===== config.mk =====
export PLATFORM = sky130hd
export DESIGN_NAME = mux_scan_sequencer
export DESIGN_NICKNAME = d
export VERILOG_FILES = /design/src/rtl/mux_scan_pkg.sv /design/src/rtl/bit_slot_timer.sv /design/src/rtl/mux_scan_sequencer.sv
export SDC_FILE = /design/constraint.sdc
export NUM_CORES = 1
export LEC_CHECK = 0
export CAP_MARGIN = 20
export CORE_MARGIN = 2
export CORE_UTILIZATION = 30
export DETAILED_ROUTE_END_ITERATION = 16
export GPL_TIMING_DRIVEN = 0
export SKIP_LAST_GASP = 1
export SYNTH_ARGS = -nofsm -noshare
export SYNTH_HDL_FRONTEND = slang
export SYNTH_SLANG_ARGS = --single-unit

===== constraint.sdc =====
create_clock -name clk -period 1.88 [get_ports clk]
set_input_delay 0.564 -clock clk [delete_from_list [all_inputs] [get_ports clk]]
set_output_delay 0.564 -clock clk [all_outputs]
set_load 0.01 [all_outputs]

===== src/rtl/mux_scan_pkg.sv =====
// Shared types and sizing for the mux scan sequencer and its slot timer.
// Latency: n/a (definitions only).
// Backpressure: n/a (definitions only).
package mux_scan_pkg;

  localparam int WORD_W    = 8;
  localparam int SEL_W     = 3;
  localparam int NUM_BITS  = 8;
  localparam int BIT_CNT_W = 4;

  typedef enum logic [1:0] {
    IDLE   = 2'd0,
    SHIFT  = 2'd1,
    PARITY = 2'd2,
    DONE   = 2'd3
  } state_t;

  // Width of the per-slot cycle counter; a 1-cycle slot still needs one bit.
  function automatic int div_cnt_w(input int div);
    int w;
    w = $clog2(div);
    return (w < 1) ? 1 : w;
  endfunction

endpackage


===== src/rtl/bit_slot_timer.sv =====
// Counts the cycles of one bit slot and flags the last cycle of the slot.
// Latency: tc is combinational from the counter; slot length is DIV cycles.
// Backpressure: none; counts whenever enabled, clr has priority over en.
module bit_slot_timer
  import mux_scan_pkg::*;
#(
  parameter int DIV = 1
)
(
  input  logic clk,
  input  logic rst_n,
  input  logic clr,
  input  logic en,
  output logic tc
);

  localparam int CW = div_cnt_w(DIV);
  localparam logic [CW-1:0] LAST = CW'(DIV - 1);

  logic [CW-1:0] div_cnt;

  assign tc = (div_cnt == LAST);

  // Slot cycle counter, wraps to zero at the end of each slot
  always_ff @(posedge clk) begin
    if (!rst_n) begin
      div_cnt <= '0;
    end else if (clr) begin
      div_cnt <= '0;
    end else if (en) begin
      div_cnt <= tc ? '0 : div_cnt + CW'(1);
    end
  end

endmodule


===== src/rtl/mux_scan_sequencer.sv =====
// Serializes a latched 8-bit word by stepping an external 8:1 mux select and sampling its Y back.
// Latency: bit n valid DIV*(n+1)+1 cycles after the accepting edge; done rides on the last strobe.
// Backpressure: none; start is only taken in IDLE, ignored while busy (MUX_SCAN_PARITY_EN adds a parity bit).
module mux_scan_sequencer
  import mux_scan_pkg::*;
#(
  parameter int DIV       = 1,
  parameter bit MSB_FIRST = 1'b0
)
(
  input  logic              clk,
  input  logic              rst_n,
  input  logic              start,
  input  logic [WORD_W-1:0] data_in,
  input  logic              y_in,
  output logic [WORD_W-1:0] word_out,
  output logic [SEL_W-1:0]  S,
  output logic              bit_out,
  output logic              bit_valid,
  output logic              busy,
  output logic              done
);

  localparam logic [SEL_W-1:0]     SEL_FIRST = MSB_FIRST ? SEL_W'(WORD_W - 1) : '0;
  localparam logic [BIT_CNT_W-1:0] LAST_CAP  = BIT_CNT_W'(NUM_BITS - 1);
  localparam logic [BIT_CNT_W-1:0] ALL_CAP   = BIT_CNT_W'(NUM_BITS);

  state_t               state;
  state_t               state_nxt;
  logic [BIT_CNT_W-1:0] bit_cnt;
  logic                 tc;
  logic                 y_q;
  logic                 cap_q;
  logic                 accept;
  logic                 timer_clr;
  logic                 timer_en;
  logic                 capture;
  logic                 par_emit;
  logic                 out_load;
  logic                 out_bit;

  bit_slot_timer #(
    .DIV (DIV)
  ) u_slot_timer (
    .clk   (clk),
    .rst_n (rst_n),
    .clr   (timer_clr),
    .en    (timer_en),
    .tc    (tc)
  );

  // FSM state register
  always_ff @(posedge clk) begin
    if (!rst_n) begin
      state <= IDLE;
    end else begin
      state <= state_nxt;
    end
  end

  // Next state and per-cycle control strobes
  always_comb begin
    state_nxt = state;
    accept    = 1'b0;
    timer_clr = 1'b0;
    timer_en  = 1'b0;
    capture   = 1'b0;
    par_emit  = 1'b0;
    unique case (state)
      IDLE: begin
        if (start) begin
          accept    = 1'b1;
          timer_clr = 1'b1;
          state_nxt = SHIFT;
        end
      end
      SHIFT: begin
        // Once all 8 samples are in, spend one cycle pushing the last one out
        // so done lines up with its strobe.
        if (bit_cnt == ALL_CAP) begin
`ifdef MUX_SCAN_PARITY_EN
          timer_clr = 1'b1;
          state_nxt = PARITY;
`else
          state_nxt = DONE;
`endif
        end else begin
          timer_en = 1'b1;
          capture  = tc;
        end
      end
      PARITY: begin
`ifdef MUX_SCAN_PARITY_EN
        timer_en = 1'b1;
        if (tc) begin
          par_emit  = 1'b1;
          state_nxt = DONE;
        end
`else
        state_nxt = IDLE;
`endif
      end
      DONE: begin
        state_nxt = IDLE;
      end
      default: begin
        state_nxt = IDLE;
      end
    endcase
  end

  // Serial output source: parity goes straight out, data bits come from the sample stage
  always_comb begin
    out_load = cap_q | par_emit;
    out_bit  = par_emit ? ^word_out : y_q;
  end

  // Latch the word, then walk the select one slot at a time without wrapping
  always_ff @(posedge clk) begin
    if (!rst_n) begin
      word_out <= '0;
      S        <= '0;
      bit_cnt  <= '0;
    end else if (accept) begin
      word_out <= data_in;
      S        <= SEL_FIRST;
      bit_cnt  <= '0;
    end else if (capture) begin
      bit_cnt <= bit_cnt + BIT_CNT_W'(1);
      if (bit_cnt != LAST_CAP) begin
        S <= MSB_FIRST ? S - SEL_W'(1) : S + SEL_W'(1);
      end
    end
  end

  // Sample y_in at slot end, then register it onto the serial output with status flags
  always_ff @(posedge clk) begin
    if (!rst_n) begin
      y_q       <= 1'b0;
      cap_q     <= 1'b0;
      bit_out   <= 1'b0;
      bit_valid <= 1'b0;
      busy      <= 1'b0;
      done      <= 1'b0;
    end else begin
      cap_q <= capture;
      if (capture) begin
        y_q <= y_in;
      end
      bit_valid <= out_load;
      if (out_load) begin
        bit_out <= out_bit;
      end
      busy <= (state_nxt != IDLE);
      done <= (state_nxt == DONE);
    end
  end

endmodule


==> flow_summary.yaml, run 1 <==
power_and_ir_drop:
  switchingPower_mw: 0.223
  p_seq_share_pct: 58.9
  power_frac_clock_pct: 25.5
  p_total_mw: 0.885
  p_leak_nw: 0.460
  intPower_mw: 0.662
  sw_frac_of_total_pct: 25.2
  powerDensity_nw_per_um2: 703
  combinationalPowerShare_pct: 15.6
  ir_worst_vdd_mv: 0.303
final_layout:
  areaGrowthSynthToFinish_pct: 34.1
  antenna_cells: 0
  final_nets: 150
  drive_gt1_share_pct: 10.4
  fill_cells: 312
setup_path:
  cp_top_family: "buffers and inverters"
  cp.depth: 1
  end_kind: "primary output"
  slowest_stage: "clkdlybuf4s50_1"
  rr_worst_depth: 5
  cp.buffers_inverters: 1
  worst_setup_path_start_kind: "register"
  cp_max_fo: 3
  crit_chain: "clkdlybuf4s50_1"
  cp_slowest_stage_delay_ps: 550
  required_ps: 1320
  crit_arrival_ps: 1240
  critPathKind: "register to primary output"
route:
  vias: 812
  routedWlPerCell_um: 11.7
  drcViolationCount: 0
  vias_per_cell: 4.86
  dr.pass1.iters: 4
  final_antenna_net_count: 0
  drtIter0Drc: 14
  routed_wl_um: 1950
timing:
  finalSetupTns_ps: 0
  fin_ws_ps: 80.0
  finalHoldViolations: 0
  fin_crit_sh_pct: 95.7
  worst_slew_pin_slew_ps: 611
  clock_skew_ps: 7.62
  maxSlewViolCount: 0
  relSlewSlack_pct: 59.1
  fin_hold_ws_ps: 465
  max_freq_ghz: 0.556
  rsz0062_at_grt: "no"
  period_needed_ps: 1800
  setup_violations: 0
hold_path:
  whs_path_depth: 2
  holdCritPathClass: "register to register"
yosys:
  ys_types: 25
  syn_area_per_cell_um2: 8.94
  async_reset_ff_share_pct: 0
  ys_top_cells_by_count: "dfxtp_1, nand2_1, a21oi_1, nand3_1"
  synth_nets: 120
  synth_top_cell_by_area: "dfxtp_1"
  synth_seq_area_share_pct: 49.1
  synth_top_area_share_pct: 49.1
  synth_edf_count: 0
  yosysWarningCount: 0
  ys.flop_type: "dfxtp_1"
  synth_most_common_cell: "dfxtp_1"
  synth.cell_area_um2: 938
  netlist_instances: 105
  synth_top_cells_by_area: "dfxtp_1, a21oi_1, nand2_1"
  synth-seq-cells: 23
clocking:
  root_buffer: "clkbuf_4"
  cts.path.max_buffers: 2
  clk_pin_slew_ps: 130
  cts_sinks: 23
  hold_buffers: 0
  post_cts_buffers: 0
  htree_levels: 1
  cts_made_buffers: 3
  worst_skew_pair.late_latency_ps: 310
  cts_resized: 0
  cts_tree: "built"
job:
  max_cap_violations: 0
floorplan:
  io_pins: 27
  die_width_um: 59.9
  coreArea_um2: 3000
  dieArea_um2: 3590
  rows: 20
  die_h_um: 59.9
  initial_core_util_pct: 31.3
placement:
  hpwl_um: 1460
  gp_congestion: 0.813
  dp_slack_ps: -99.2
  port_buffers: 25
grt:
  grt_max_degree: 14
  grt_antenna_before_repair: 0
  grt_usage_pct: 12.2
  grt_overflow_total: 0
  grt_pass1_wl_um: 3310
  grt_pass1_vias: 770
run_status:
  run_status: "completed"
## kinds of logic (layout without fill, tap and decap cells)
family / after synthesis / after routing / share of synthesized area (%)
AO/OA/AOI/OAI: 21 / 21 / 12.0
adder cells (fa/ha/maj): 3 / 3 / 4.00
buffers and inverters: 10 / 39 / 5.20
flip-flops: 23 / 23 / 49.1
multiplexers: 4 / 4 / 4.27
AND/OR/NAND/NOR: 44 / 44 / 25.5
## cell usage in the layout (no fill, tap or decap)
cell	n
a21oi_1	14
a21oi_2	2
and2_1	1
and3b_1	2
buf_1	1
buf_2	2
buf_6	1
clkbuf_2	1
clkbuf_4	3
clkdlybuf4s50_1	25
clkinv_2	1
dfxtp_1	22
dfxtp_2	1
ha_1	3
inv_1	5
mux2i_1	4
nand2_1	17
nand2b_1	1
nand3_1	10
nand3b_1	1
nor2_1	1
nor2b_1	1
nor3_1	3
nor3_2	1
nor3b_2	1
nor4_2	1
o21ai_0	5
or3_1	3
or3b_1	1
## power groups by stage
stage / sequential (mW) / clock, mW / combinational (mW)
floorplan: 0.538 / 0 / 0.0653
global placement: 0.531 / 0 / 0.137
detailed placement: 0.532 / 0 / 0.139
CTS: 0.521 / 0.240 / 0.140
global route: 0.525 / 0.258 / 0.152
finish: 0.521 / 0.226 / 0.138
## routing by layer
metal / share of wire, % / wire length (um) / global-route usage [%]
met2: 48 / 944 / 19.1
met5: 0 / 0 / 0
met3: 3.6 / 71 / 2.16
met4: 1.4 / 27 / 6.67
met1: 47 / 907 / 15.9
## worst paths after layout
| kind | startpoint | endpoint | slack, ps |
|---|---|---|---|
| max reg2reg | bit_cnt[0] | S[2] | 330 |
| min reg2reg | word_out[1] | word_out[1] | 460 |
| min | word_out[1] | word_out[1] | 460 |
| max | S[1] | S[1] | 80 |
## per-stage QoR
step | instance area, um^2 | utilization (%) | instances
5_1_grt | 1260 | 41.9 | 167
3_3_place_gp | 1230 | 41.0 | 163
3_5_place_dp | 1230 | 41.0 | 163
4_1_cts | 1260 | 41.9 | 167
2_1_floorplan | 938 | - | 105
6_report | 1260 | 41.9 | 167
## registers in the layout (all words and copies together) (netlist names)
register	cells
bit_valid	1
bit_cnt	4
S	3
busy	1
done	1
cap_q	1
bit_out	1
state	2
out_bit	1
word_out	8
## layout make-up
class                           instances  area [um^2]  area share (%)
Buffer                                  5         30.0            2.39
Clock buffer                            3         22.5            1.79
Clock inverter                          1         5.00           0.398
Inverter                                5         18.8            1.49
Multi-Input combinational cell         72          429            34.1
Sequential cell                        23          462            36.7
Tap cell                               33         41.3            3.28
Timing Repair Buffer                   25          250            19.9
(Power assumes the default switching activity.)
==> run 2: changes to the inputs <==
- ABC_AREA: not set -> 1
- CAP_MARGIN: 20 -> not set
- CELL_PAD_IN_SITES_DETAIL_PLACEMENT: not set -> 0
- CELL_PAD_IN_SITES_GLOBAL_PLACEMENT: not set -> 1
- PLACE_DENSITY_LB_ADDON: not set -> 0.1
==> flow_summary.yaml, run 2 <==
job:
  max_cap_violations: 0
final_layout:
  reg_top3: "word_out (8), bit_cnt (4), S (3)"
  final_nets: 155
  drive_gt1_share_pct: 11.5
  design_area_um2: 1240
  final_common_cell: "clkdlybuf4s50_1"
  regMostFlops: "word_out"
  largest_reg_flops: 8
  areaGrowthSynthToFinish_pct: 36.0
  antenna_cells: 0
  final_cell_mix: "clkdlybuf4s50_1, dfxtp_1, nor2_1"
yosys:
  synth_top_area_share_pct: 50.6
  synthXorXnorAreaFrac_pct: 1.93
  ys_top_cells_by_count: "dfxtp_1, nor2_1, nand2_1, a21oi_1, inv_1"
  synth_seq_area_share_pct: 50.6
  synth.cell_area_um2: 910
  synth_nets: 124
  synthSimpleGateAreaFrac_pct: 27.1
  synth_edf_count: 0
  synth-seq-cells: 23
  synth_top_family_by_area: "simple AND/OR/NAND/NOR gates"
  yosysWarningCount: 0
  synth_top_cells_by_area: "dfxtp_1, nor2_1, a21oi_1"
  syn_area_per_cell_um2: 8.35
  synth_top_cell_by_area: "dfxtp_1"
  ys.flop_type: "dfxtp_1"
  synth_most_common_cell: "dfxtp_1"
  ys_types: 20
  synthAdderAreaFrac_pct: 4.13
  async_reset_ff_share_pct: 0
  synth_compound_area_share_pct: 11.0
  netlist_instances: 109
  synth.area.mux_share_pct: 0
timing:
  fin_hold_ws_ps: 451
  rsz0062_at_grt: "no"
  finalHoldViolations: 0
  max_freq_ghz: 0.556
  relSlewSlack_pct: 74.4
  worst_slew_pin_slew_ps: 384
  finalSetupTns_ps: 0
  fin_crit_sh_pct: 95.7
  maxSlewViolCount: 0
  clock_skew_ps: 2.96
  fin_ws_ps: 80.1
  setup_violations: 0
  period_needed_ps: 1800
grt:
  grt_pass1_wl_um: 3070
  grt_overflow_total: 0
  grt_max_degree: 14
  grt_pass1_vias: 731
  grt_antenna_before_repair: 0
  grt_usage_pct: 11.7
clocking:
  root_buffer: "clkbuf_4"
  cts.path.max_buffers: 2
  cts_sinks: 23
  cts_made_buffers: 3
  clk_pin_slew_ps: 130
  htree_levels: 1
  hold_buffers: 0
  worst_skew_pair.late_latency_ps: 310
  cts_tree: "built"
  post_cts_buffers: 0
setup_path:
  cp.buffers_inverters: 1
  cp_slowest_stage_delay_ps: 550
  cp_top_family: "buffers and inverters"
  worst_setup_path_start_kind: "register"
  crit_chain: "clkdlybuf4s50_1"
  slowest_stage: "clkdlybuf4s50_1"
  required_ps: 1320
  critPathKind: "register to primary output"
  cp_max_fo: 3
  crit_arrival_ps: 1240
  end_kind: "primary output"
floorplan:
  dieArea_um2: 3490
  rows: 19
  io_pins: 27
  die_width_um: 59.1
  coreArea_um2: 2830
  die_h_um: 59.1
  initial_core_util_pct: 32.2
placement:
  place_area_um2: 1210
  port_buffers: 26
  dp_slack_ps: 47.5
  gp_congestion: 0.742
  hpwl_um: 1400
route:
  dr.pass1.iters: 4
  vias: 791
  drtIter0Drc: 6
  drcViolationCount: 0
  routedWlPerCell_um: 11.2
  routed_wl_um: 1910
  vias_per_cell: 4.65
  final_antenna_net_count: 0
hold_path:
  holdCritPathClass: "register to register"
power_and_ir_drop:
  powerDensity_nw_per_um2: 726
  p_leak_nw: 0.491
  p_total_mw: 0.898
  ir_worst_vdd_mv: 0.267
run_status:
  run_status: "completed"
run 2: cell types whose count changed after synthesis, moves of 3 or more:
cell	delta
nor2_1	+19
nand2_1	-6
nand3_1	-6
inv_1	+5
a21oi_1	-4
mux2i_1	-4
o21ai_0	+4
nand2_2	+3
or3_1	-3
run 2: report_power, final:
part	internal (mW)	switching [mW]
clock network	0.0795	0.149
logic	0.0739	0.0679
registers	0.513	0.0143
total	0.666	0.231
run 2: layer usage:
layer / vias up / GRT usage [%] / part of all wire [%]
li1: 413 / - / -
met1: 360 / 14.5 / 49
met2: 13 / 19.0 / 46
met3: 5 / 2.84 / 3.1
met4: 0 / 5.84 / 2.3
met5: - / 0 / 0
run 2: path summary, 6_finish.rpt:
path	from	endpoint	slack, ps	cells after the start
worst min-delay path	cap_q	bit_valid	450	2
worst min register to register	cap_q	bit_valid	450	2
worst max-delay path	S[2]	S[2]	80	1
worst max register to register	bit_cnt[0]	bit_cnt[2]	600	7
run 2: final cells by class:
cell class,instances,area (um^2)
fillers,281,1590
clock inverters,1,5.00
flip-flops and latches,23,462
multi-input cells,74,402
well taps,31,38.8
repair buffers,26,260
plain buffers,1,3.75
inverters,11,43.8
clock buffers,3,22.5
run 2: cell families (layout without fill, tap and decap cells):
kind of cell | count (synthesis) | in the layout
AND/OR/NAND/NOR | 49 | 49
flip-flops | 23 | 23
AO/OA/AOI/OAI | 20 | 20
buffers and inverters | 12 | 42
adder cells (fa/ha/maj) | 3 | 3
XOR/XNOR | 2 | 2
run 2: repair_timing:
action | in CTS | in global routing
hold endpoints to repair | 0 | 0
gates resized for setup | 0 | 1
setup endpoints to repair | 0 | 1
run 2: through the flow:
stage | instances | util, %
finish | 170 | 43.7
global route | 170 | 43.7
CTS | 170 | 43.7
detailed placement | 166 | 42.7
global placement | 166 | 42.7
floorplan | 109 | -
==> edit: new RTL, flow settings as in run 1 <==
`MSB_FIRST`: 1'b0 -> 1'b1.
--- a/src/rtl/mux_scan_sequencer.sv
+++ b/src/rtl/mux_scan_sequencer.sv
@@ -5,7 +5,7 @@
   import mux_scan_pkg::*;
 #(
   parameter int DIV       = 1,
-  parameter bit MSB_FIRST = 1'b0
+  parameter bit MSB_FIRST = 1'b1
 )
 (
   input  logic              clk,
Function: changed (a bounded check fails within 4 cycles, from zero or initial values and one cycle with rst_n low).
==> edit against run 1 <==
Count of clock-buffer cells in the layout stayed put; combinational power grew 9%; largest power group unchanged; setup slack worse by 0.026 ns; first-iteration DRC count decreased by 29%; clock power rose by 4%; worst hold slack got worse by 0.0014 ns; synthesized cell count shrank 0.95%; synthesized area shrank 0.93%; total power increased by 3.7%; sequential cell count is the same; largest cell class unchanged; wire length is 2.3% higher; final area up 0.20%.
==> edit: results (changes against run 1) <==
Status -> complete, no violations
Port bufs -> 26 (+4.0%)
Gpl congestion -> 0.6989 (-14%)
Arr. time, crit path -> 1.26 ns (+0.02 ns)
# fillers -> 314 (+0.64%)
Slew margin rel. -> 68.99% (+9.9 points)
Synth cell count leaders -> 23 x dfxtp_1, 17 x nand2_1, 14 x a21oi_1, 7 x nand3_1
Critical path peak fanout -> 4 (+1)
Cts bufs inserted -> 3 (unchanged)
HP Class -> reg -> reg
Area contributors post-synth -> dfxtp_1 50%, a21oi_1 7.5%, nand2_1 6.9%, ha_1 4.0%, nand3_1 3.8%
Slowest CP cell -> clkdlybuf4s50_1
Clock Path Buffers -> 2 (unchanged)
Max VDD drop -> 0.0001968 V (-35%)
P_leak -> 0.4722 nW (+2.7%)
Critical R2R Capture -> S[1]
Netlist cell types -> 28 (+12%)
Total setup buffers inserted after CTS -> 0 (unchanged)
WL met2 -> 900 microns (-4.7%)
Worst-path clk slew -> 0.13 ns (about the same)
Register area share after synthesis -> 49.53% (+0.46 points)
Worst hold start -> word_out[0]
Fin Hold WS -> 0.4632 ns (-0.001372 ns)
Top Family by Delay on Critical Path -> buffers and inverters
Via Count -> 822 (+1.2%)
Post-DP HPWL -> 1.478 mm (+1.1%)
Syn Area/Cell -> 8.939 sq um (about the same)
Syn Nets -> 119 (-0.83%)
Max layer used -> met4
Net Sw Frac -> 26.08% (+0.87 points)
First-pass GRT wire length -> 3.312 mm (unchanged)
DR iter-0 viols -> 10 (-4)
Clock Skew -> 0.001418 ns (-0.006205 ns)
Drt wl/cell -> 11.95 microns (+2.3%)
Worst Hold End -> word_out[0]
Largest net degree at the start of global routing -> 14 (unchanged)
Metal-1 WL -> 955 microns (+5.3%)
Layout cells sized above 1 -> 8.955% (-1.5 points)
R2R setup slack -> 0.54 ns (+0.21 ns)
Root Buffer -> clkbuf_4
Met3 Wirelength -> 88 microns (+24%)
GRT Util Overall -> 12.43% (+0.20 points)
Vias in the first global route -> 764 (-0.78%)
-- edit: how the worst max path moves through the flow --
| stage | from | cells past startpoint | to | slack (ns) |
|---|---|---|---|---|
| 2_1_floorplan | start | 4 | S[1] | 0.59 |
| 3_3_place_gp | start | 5 | bit_cnt[0] | -0.02 |
| 3_5_place_dp | rst_n | 4 | word_out[7] | -0.05 |
| 4_1_cts | S[2] | 1 | S[2] | 0.01 |
| 5_1_grt | S[0] | 1 | S[0] | 0.009 |
| 6_report | S[0] | 1 | S[0] | 0.05 |
-- edit: logic make-up (layout without fill, tap and decap cells) --
family | count (synthesis) | in the layout | share of synthesized area [%]
and+or+nand+nor | 43 | 43 | 25.98
AOI/OAI and AO/OA | 25 | 25 | 15.48
DFF | 23 | 23 | 49.53
buffers and inverters | 9 | 39 | 3.903
adders and majority gates | 3 | 3 | 4.038
muxes | 1 | 1 | 1.077
-- edit: area by class of cell --
type,instances,area share [%]
Clock inverter,1,0.3968
Buffer,3,1.091
Tap cell,33,3.274
Clock buffer,3,1.786
Timing Repair Buffer,26,20.83
Inverter,6,1.786
Sequential cell,23,36.51
Multi-Input combinational cell,72,34.33
-- edit: metrics by stage --
step	setup TNS, ns	worst slack [ns]	utilization (%)	power, mW	area (sq um)
4_1_cts	0	0.01441	41.92	0.9380	1259
3_5_place_dp	-0.4819	-0.05216	41.00	0.6969	1231
6_report	0	0.05387	42.00	0.9171	1261
3_3_place_gp	-0.05825	-0.02191	41.00	0.6929	1231
5_1_grt	0	0.008942	42.00	0.9682	1261
2_1_floorplan	0	0.5870	-	0.6150	929.6
-- edit: power by group through the flow --
stage	sequential [mW]	clock (mW)	combinational, mW
2_1_floorplan	0.550	0	0.0652
3_3_place_gp	0.542	0	0.151
3_5_place_dp	0.543	0	0.154
4_1_cts	0.533	0.251	0.154
5_1_grt	0.535	0.265	0.168
6_report	0.532	0.235	0.151
-- edit: routing by layer --
layer  vias up  global-route usage (%)
li1        424                       -
met1       368                   15.05
met2        25                   20.96
met3         5                   1.948
met4         0                   6.667
met5         -                       0
-- edit: timing repair --
| item | 4_1_cts | 5_1_grt |
|---|---|---|
| setup endpoints to repair | 0 | 1 |
| hold buffers | 0 | 0 |
| resized for setup | 0 | 1 |
| hold endpoints to repair | 0 | 0 |
